===== src/rtl/sdrc_define.sv =====
// Shared SDRAM controller widths and the packed bank-queue entry layout.
package sdrc_define;

  localparam int SDR_REQ_ID_W = 4;
  localparam int REQ_BW       = 12;
  localparam int BA_W         = 2;
  localparam int ROW_W        = 13;
  localparam int COL_W        = 13;
  localparam int NUM_BANKS    = 4;

  // id + start/last/wrap/write + ba + raddr + caddr + len
  localparam int ENTRY_W = SDR_REQ_ID_W + 4 + BA_W + ROW_W + COL_W + REQ_BW;

  typedef struct packed {
    logic [SDR_REQ_ID_W-1:0] id;
    logic                    start;
    logic                    last;
    logic                    wrap;
    logic                    write;
    logic [BA_W-1:0]         ba;
    logic [ROW_W-1:0]        raddr;
    logic [COL_W-1:0]        caddr;
    logic [REQ_BW-1:0]       len;
  } req_entry_t;

endpackage


===== src/rtl/sdrc_sync_fifo.sv =====
// First-word-fall-through synchronous FIFO; head is always visible on rd_data.
module sdrc_sync_fifo #(
  parameter int WIDTH = 8,
  parameter int DEPTH = 4
) (
  input  logic                     clk,
  input  logic                     reset_n,
  input  logic                     push,
  input  logic [WIDTH-1:0]         wr_data,
  input  logic                     pop,
  output logic [WIDTH-1:0]         rd_data,
  output logic                     full,
  output logic                     empty,
  output logic [$clog2(DEPTH):0]   count
);

  localparam int AW = $clog2(DEPTH);
  localparam logic [AW:0] FULL_CNT = (AW+1)'(DEPTH);

  logic [WIDTH-1:0] mem [DEPTH];
  logic [AW-1:0]    wr_ptr;
  logic [AW-1:0]    rd_ptr;
  logic             do_push;
  logic             do_pop;

  assign full    = (count == FULL_CNT);
  assign empty   = (count == '0);
  assign do_push = push & ~full;
  assign do_pop  = pop & ~empty;
  assign rd_data = mem[rd_ptr];

  always_ff @(posedge clk) begin
    if (do_push) mem[wr_ptr] <= wr_data;
  end

  // Pointers wrap naturally since DEPTH is a power of two.
  always_ff @(posedge clk) begin
    if (!reset_n) begin
      wr_ptr <= '0;
      rd_ptr <= '0;
      count  <= '0;
    end else begin
      if (do_push) wr_ptr <= wr_ptr + 1'b1;
      if (do_pop)  rd_ptr <= rd_ptr + 1'b1;
      case ({do_push, do_pop})
        2'b10:   count <= count + 1'b1;
        2'b01:   count <= count - 1'b1;
        default: count <= count;
      endcase
    end
  end

endmodule


===== src/rtl/sdrc_bank_req_q.sv =====
// Bank request queue: buffers req_gen chunks for xfr_ctl and tracks open rows per bank.
module sdrc_bank_req_q
  import sdrc_define::*;
#(
  parameter int QDEPTH = 4
) (
  input  logic                    clk,
  input  logic                    reset_n,
  input  logic                    r2b_req,
  input  logic [SDR_REQ_ID_W-1:0] r2b_req_id,
  input  logic                    r2b_start,
  input  logic                    r2b_last,
  input  logic                    r2b_wrap,
  input  logic                    r2b_write,
  input  logic [BA_W-1:0]         r2b_ba,
  input  logic [ROW_W-1:0]        r2b_raddr,
  input  logic [COL_W-1:0]        r2b_caddr,
  input  logic [REQ_BW-1:0]       r2b_len,
  output logic                    b2r_ack,
  output logic                    b2r_arb_ok,
  output logic                    b2x_req,
  output logic [SDR_REQ_ID_W-1:0] b2x_id,
  output logic                    b2x_start,
  output logic                    b2x_last,
  output logic                    b2x_wrap,
  output logic                    b2x_write,
  output logic [BA_W-1:0]         b2x_ba,
  output logic [ROW_W-1:0]        b2x_raddr,
  output logic [COL_W-1:0]        b2x_caddr,
  output logic [REQ_BW-1:0]       b2x_len,
  output logic                    b2x_row_hit,
  input  logic                    x2b_ack,
  input  logic                    x2b_pre_all,
  output logic                    b2x_idle
);

  localparam int CW = $clog2(QDEPTH) + 1;
  localparam logic [CW-1:0] ARB_MAX_CNT = CW'(QDEPTH - 2);

  req_entry_t         wr_entry;
  req_entry_t         head;
  logic [ENTRY_W-1:0] fifo_rd;
  logic               fifo_full;
  logic               fifo_empty;
  logic [CW-1:0]      count;
  logic               pop;

  logic [NUM_BANKS-1:0] open_valid;
  logic [ROW_W-1:0]     open_row [NUM_BANKS];

  assign wr_entry = '{id: r2b_req_id, start: r2b_start, last: r2b_last, wrap: r2b_wrap,
                      write: r2b_write, ba: r2b_ba, raddr: r2b_raddr, caddr: r2b_caddr,
                      len: r2b_len};

  // A full queue refuses the request even if the head leaves this cycle.
  assign b2r_ack    = r2b_req & ~fifo_full;
  assign b2r_arb_ok = (count <= ARB_MAX_CNT);

  sdrc_sync_fifo #(
    .WIDTH (ENTRY_W),
    .DEPTH (QDEPTH)
  ) u_fifo (
    .clk     (clk),
    .reset_n (reset_n),
    .push    (b2r_ack),
    .wr_data (wr_entry),
    .pop     (pop),
    .rd_data (fifo_rd),
    .full    (fifo_full),
    .empty   (fifo_empty),
    .count   (count)
  );

  assign head      = fifo_empty ? '0 : req_entry_t'(fifo_rd);
  assign b2x_req   = ~fifo_empty;
  assign b2x_id    = head.id;
  assign b2x_start = head.start;
  assign b2x_last  = head.last;
  assign b2x_wrap  = head.wrap;
  assign b2x_write = head.write;
  assign b2x_ba    = head.ba;
  assign b2x_raddr = head.raddr;
  assign b2x_caddr = head.caddr;
  assign b2x_len   = head.len;
  assign pop       = b2x_req & x2b_ack;
  assign b2x_idle  = fifo_empty & ~r2b_req;

  assign b2x_row_hit = b2x_req & open_valid[b2x_ba] & (open_row[b2x_ba] == b2x_raddr);

  // Precharge-all closes every row, overriding an open caused by a coincident pop.
  always_ff @(posedge clk) begin
    if (!reset_n)          open_valid <= '0;
    else if (x2b_pre_all)  open_valid <= '0;
    else if (pop)          open_valid[b2x_ba] <= 1'b1;
  end

  always_ff @(posedge clk) begin
    if (pop) open_row[b2x_ba] <= b2x_raddr;
  end

endmodule


===== config.mk =====
export PLATFORM = sky130hd
export DESIGN_NAME = sdrc_bank_req_q
export DESIGN_NICKNAME = d
export VERILOG_FILES = /design/src/rtl/sdrc_define.sv /design/src/rtl/sdrc_sync_fifo.sv /design/src/rtl/sdrc_bank_req_q.sv
export SDC_FILE = /design/constraint.sdc
export NUM_CORES = 1
export LEC_CHECK = 0
export CAP_MARGIN = 20
export CORE_ASPECT_RATIO = 0.8
export CORE_MARGIN = 3
export CORE_UTILIZATION = 56
export CTS_CLUSTER_DIAMETER = 100
export DETAILED_ROUTE_END_ITERATION = 7
export GPL_ROUTABILITY_DRIVEN = 0
export PLACE_DENSITY = 0.79
export SYNTH_ARGS = -nofsm -noshare
export SYNTH_HDL_FRONTEND = slang
export SYNTH_SLANG_ARGS = --single-unit

===== constraint.sdc =====
create_clock -name clk -period 3.1 [get_ports clk]
set_input_delay 0.31 -clock clk [delete_from_list [all_inputs] [get_ports clk]]
set_output_delay 0.31 -clock clk [all_outputs]
set_load 0.1 [all_outputs]

== Word level (Yosys, flattened, before mapping) ==
Memories as Yosys holds them, arrays and structs flattened. A register that Yosys moved wholly into a read port is not among the register bits.
Cells that the tools add are included.
Widths: inputs -> output; s select.

* Register bits after elaboration: 11
* Memory bits (writable): 244
* Input port bits: 53
* Output and inout bits: 53
* Word-level logic and storage cells: 45
* Memories: 2

{| class="wikitable"
|+ Memory list
! memory !! words !! width !! read ports !! clocked after memory_dff !! write ports !! RTL line !! source
|-
| u_fifo.mem || 4 || 48 || 1 || 1 || 1 || sdrc_sync_fifo.sv:20 || <nowiki>logic [WIDTH-1:0] mem [DEPTH];</nowiki>
|-
| open_row || 4 || 13 || 1 || 0 || 1 || sdrc_bank_req_q.sv:49 || <nowiki>logic [ROW_W-1:0] open_row [NUM_BANKS];</nowiki>
|}

* Add/subtract/negate cells: 4
* $lt $le $gt $ge: 3
* Eq/ne operators: 4
* Multiplexer cells: 12
* Bitwise operators: 12
* Reduce and logical (&&, ||, !) cells: 4

{| class="wikitable"
|+ Operator list
! cell !! count
|-
| $mux 48 || 1
|-
| $eq 13x13->1 || 1
|-
| $and 1x1->1 || 7
|-
| $mux 1 || 6
|-
| $pmux 3 s2 || 1
|-
| $add 2x1->2 const B || 2
|-
| $mux 2 || 2
|-
| $not 1->1 || 4
|-
| $or 4x4->4 || 1
|-
| $add 3x1->3 const B || 1
|-
| $eq 3x3->1 const B || 1
|-
| $le 3x2->1 const B || 1
|-
| $logic_not 3->1 || 1
|-
| $lt 2x3->1 const B || 1
|-
| $sub 3x1->3 const B || 1
|-
| $bmux 1 s2 || 1
|-
| $demux 1 s2 || 1
|-
| $eq 2x1->1 const B || 1
|-
| $eq 2x2->1 const B || 1
|-
| $ge 2x1->1 const B || 1
|-
| $reduce_bool 2->1 || 1
|-
| $reduce_or 2->1 || 1
|-
| $logic_and 1x1->1 || 1
|}

== Logic depth before layout (Yosys ltp) ==
* Depth in word-level cells: 7
* Gate-level depth with buffers: 10

== Cells and area by module ==
Synthesis repeated with hierarchy kept, for this count alone.

* Cells, all modules: 555
* Area total of the unflattened synthesis: 10,453.8 um2

{| class="wikitable"
|+ By module, submodules not included
! module !! times used !! cells an instance !! area each (um2) !! seq. area each (um2)
|-
| sdrc_sync_fifo || 1 || 304 || 7,407.1 || 5,945.7
|-
| sdrc_bank_req_q || 1 || 251 || 3,046.7 || 1,641.6
|}

== Worst setup path after synthesis ==
No wires, ideal clock.

* Kind: reg-to-output
* Start: register (tool-made name)
* End: output port b2x_row_hit
* Arrival time: 3,926 ps
* Path slack: -1,136 ps
* Cell stages (with the launch flop): 8
* Buffers on the path: 2
* Cells stage by stage: dfxtp_1 buf_6 buf_2 mux4_2 and2_1 xor2_1 nand4_1 nor4_2

{| class="wikitable"
|+ RTL lines
! item !! RTL line !! source
|-
| to (decl) || sdrc_bank_req_q.sv:31 || <nowiki>output logic b2x_row_hit,</nowiki>
|}

==> run summary <==
Most Crowded Layer GR: met2
Post-Syn Nets: 549
clk_skew: 14.5 ps
H-tree depth: 1
number of flops mapped to enable cells by yosys: 244
port bufs: 105
die width: 155 µm
syn_area_per_cell: 20.4 µm²
worst r2r src: u_fifo.count[2]
top cell type's share of synthesized area: 0.734
Hold Path End: u_fifo.mem[2][3]
Area Growth Syn to Fin: 20.8%
Worst-path clk slew: 60 ps
Fillers: 1041
worst-path cell chain: mux4_2, mux2_4, a222oi_1, xor2_1, nand4_1, nor4_4, buf_12
HP Class: in -> reg
Final Worst Setup Slack: -365 ps
Min Hold Slack: 428 ps
CTS tree: built
vias in the first global route: 5409
Max Transition Viols Final: 0
sequential area share after synthesis: 0.760
detailed-route wire length per cell: 22.6 µm
commonest non-fill, non-tap cells in the layout: edfxtp_1 (244), buf_4 (63), clkdlybuf4s50_1 (52)
DRC viols: 0
Detail Route Antenna Nets: 0
warnings from Yosys: 0
top cells by area, synth: edfxtp_1 (73%), mux4_2 (11%), and2_1 (3.6%)
cell count of the worst hold path: 1
via count: 5080
worst skew pair latency: 510 ps
normalized max-slew margin: 0.500
worst r2r path cells: 10
grt met2 use: 0.318
Yosys top cell by area: edfxtp_1
largest fanout on the critical path: 6
Post-Syn Area: 0.00998 mm²
largest net degree at the start of global routing: 49
Rows: 42
WL final: 19300 µm
initial drt markers: 399
CP Capture Type: primary output
Worst Hold Launch: r2b_len[3]
global-route wire length before repair: 31000 µm
post-route clock period utilization: 1.12
die area: 0.0195 mm²
Slowest-stage cell, CP: mux4_2
remaining global-route overflow: 0
Post-synth ARST share: 0
post-DR vias/cell: 5.95
status: finished, violations left
Top Ports: 106
TritonRoute pass-1 iters: 6
reg-to-reg endpoint: u_fifo.count[2]
layout cell share with drive strength beyond 1: 0.284
met1 Track Usage GR: 0.296
Core ar.: 0.0170 mm²
Hold Fails Final Rpt: 0
Worst Path Arrival: 3150 ps
Slew @ Worst Pin: 750 ps
clock sinks: 257
GRT Util Overall: 0.203
Yosys cell types: 38
WS Path Type: reg -> out
Final Net Count: 676
die height: 125 µm
final setup violation count: 1
#FFs+latches synth: 257
CTS max path bufs: 3
post-cts hold buffer count: 0
setup slack, reg-to-reg: 330 ps
commonest register cell after synthesis: edfxtp_1
met3 GRT Util: 0.0549
Post-Syn Instances: 490
total of max-cap violations: 0
diodes inserted: 0
most common library cell in the layout ignoring fill and taps: edfxtp_1
Startpoint Class: register
DPL Wire Length: 11500 µm
failing checks: negative setup slack
Initial Utilization: 0.588
Max Fclk: 289 MHz
CTS Buf Count: 24
max incr delay on CP: 630 ps
CP required: 2790 ps
pre-CTS worst setup slack: 110 ps
Period minus WS final: 3460 ps
initial antenna violation count: 1
RSZ-0062 raised after global routing: yes
root buf cell: clkbuf_16
registers in the layout, summed over array words and instances (netlist names), named ones only:
register / cells
u_fifo.mem: 192
u_fifo.wr_ptr: 2
open_row: 52
u_fifo.rd_ptr: 2
u_fifo.count: 3
open_valid: 4
how the worst max path moves through the flow:
stage / from / to / cells after the start
2_1_floorplan: register / b2x_row_hit / 9
4_1_cts: u_fifo.mem[3][38] / b2x_row_hit / 7
3_3_place_gp: register / b2x_row_hit / 8
5_1_grt: u_fifo.mem[3][38] / b2x_row_hit / 7
6_report: u_fifo.mem[3][38] / b2x_row_hit / 7
3_5_place_dp: register / b2x_row_hit / 8
critical path: cells and delay by family, from the launching register on:
| family | cells | cell delay [ps] |
|---|---|---|
| simple gates | 2 | 530 |
| mux | 2 | 970 |
| buf+inv | 1 | 210 |
| flops | 1 | 450 |
| compound gates | 1 | 300 |
| xor+xnor | 1 | 190 |
through the flow:
step | cell area, µm² | setup TNS, ps | cells | util
floorplan | 10000 | -387 | 490 | -
global placement | 11300 | 0 | 807 | 0.664
detailed placement | 11300 | 0 | 808 | 0.665
CTS | 12100 | -362 | 854 | 0.710
global route | 12100 | -504 | 854 | 0.710
finish | 12100 | -365 | 854 | 0.710
cell type report:
class	count	area (µm²)	area share
clock buffer	35	652	0.0541
clock inverter	8	71.3	0.00592
inverter	10	37.5	0.00311
multi-input combinational	200	2280	0.189
sequential	257	7590	0.630
tap	220	275	0.0228
timing repair buffer	124	1150	0.0952
cell usage after synthesis, types with 2 or more instances:
cell type,n
edfxtp_1,244
and2_1,57
mux4_2,49
nor2_1,14
xor2_1,14
dfxtp_1,13
inv_1,10
a222oi_1,9
buf_2,9
clkbuf_1,8
ha_1,5
mux2_4,5
mux2i_1,5
a221oi_1,4
mux2_2,4
nand2_1,4
xnor2_1,4
buf_6,3
nand4_1,3
nor2b_1,3
o21ai_0,3
and3_1,2
buf_1,2
or3_1,2
layer usage:
layer	wire length, µm	share of wire	vias up
met5	13	0.00067	-
met4	276	0.014	2
met3	1550	0.080	29
met2	9350	0.48	215
met1	8140	0.42	2623
li1	-	-	2211
logic make-up after synthesis:
family                     Yosys count  share of synthesized area
muxes                               63                      0.128
AOI/OAI and AO/OA                   21                     0.0178
buffers and inverters               34                     0.0167
adders and majority gates            6                    0.00828
DFF                                257                      0.760
and+or+nand+nor                     91                     0.0533
xor gates and xnor gates            18                     0.0158
repair_timing:
action | in CTS | in global routing
setup endpoints to repair | 1 | 1
cloned | 1 | 0
resized for setup | 4 | 1
setup buffers | 2 | 0
pin swaps | 1 | 0
Power is not shown: default switching activity piles up to over one toggle a cycle in this logic, so the estimate is an artifact.
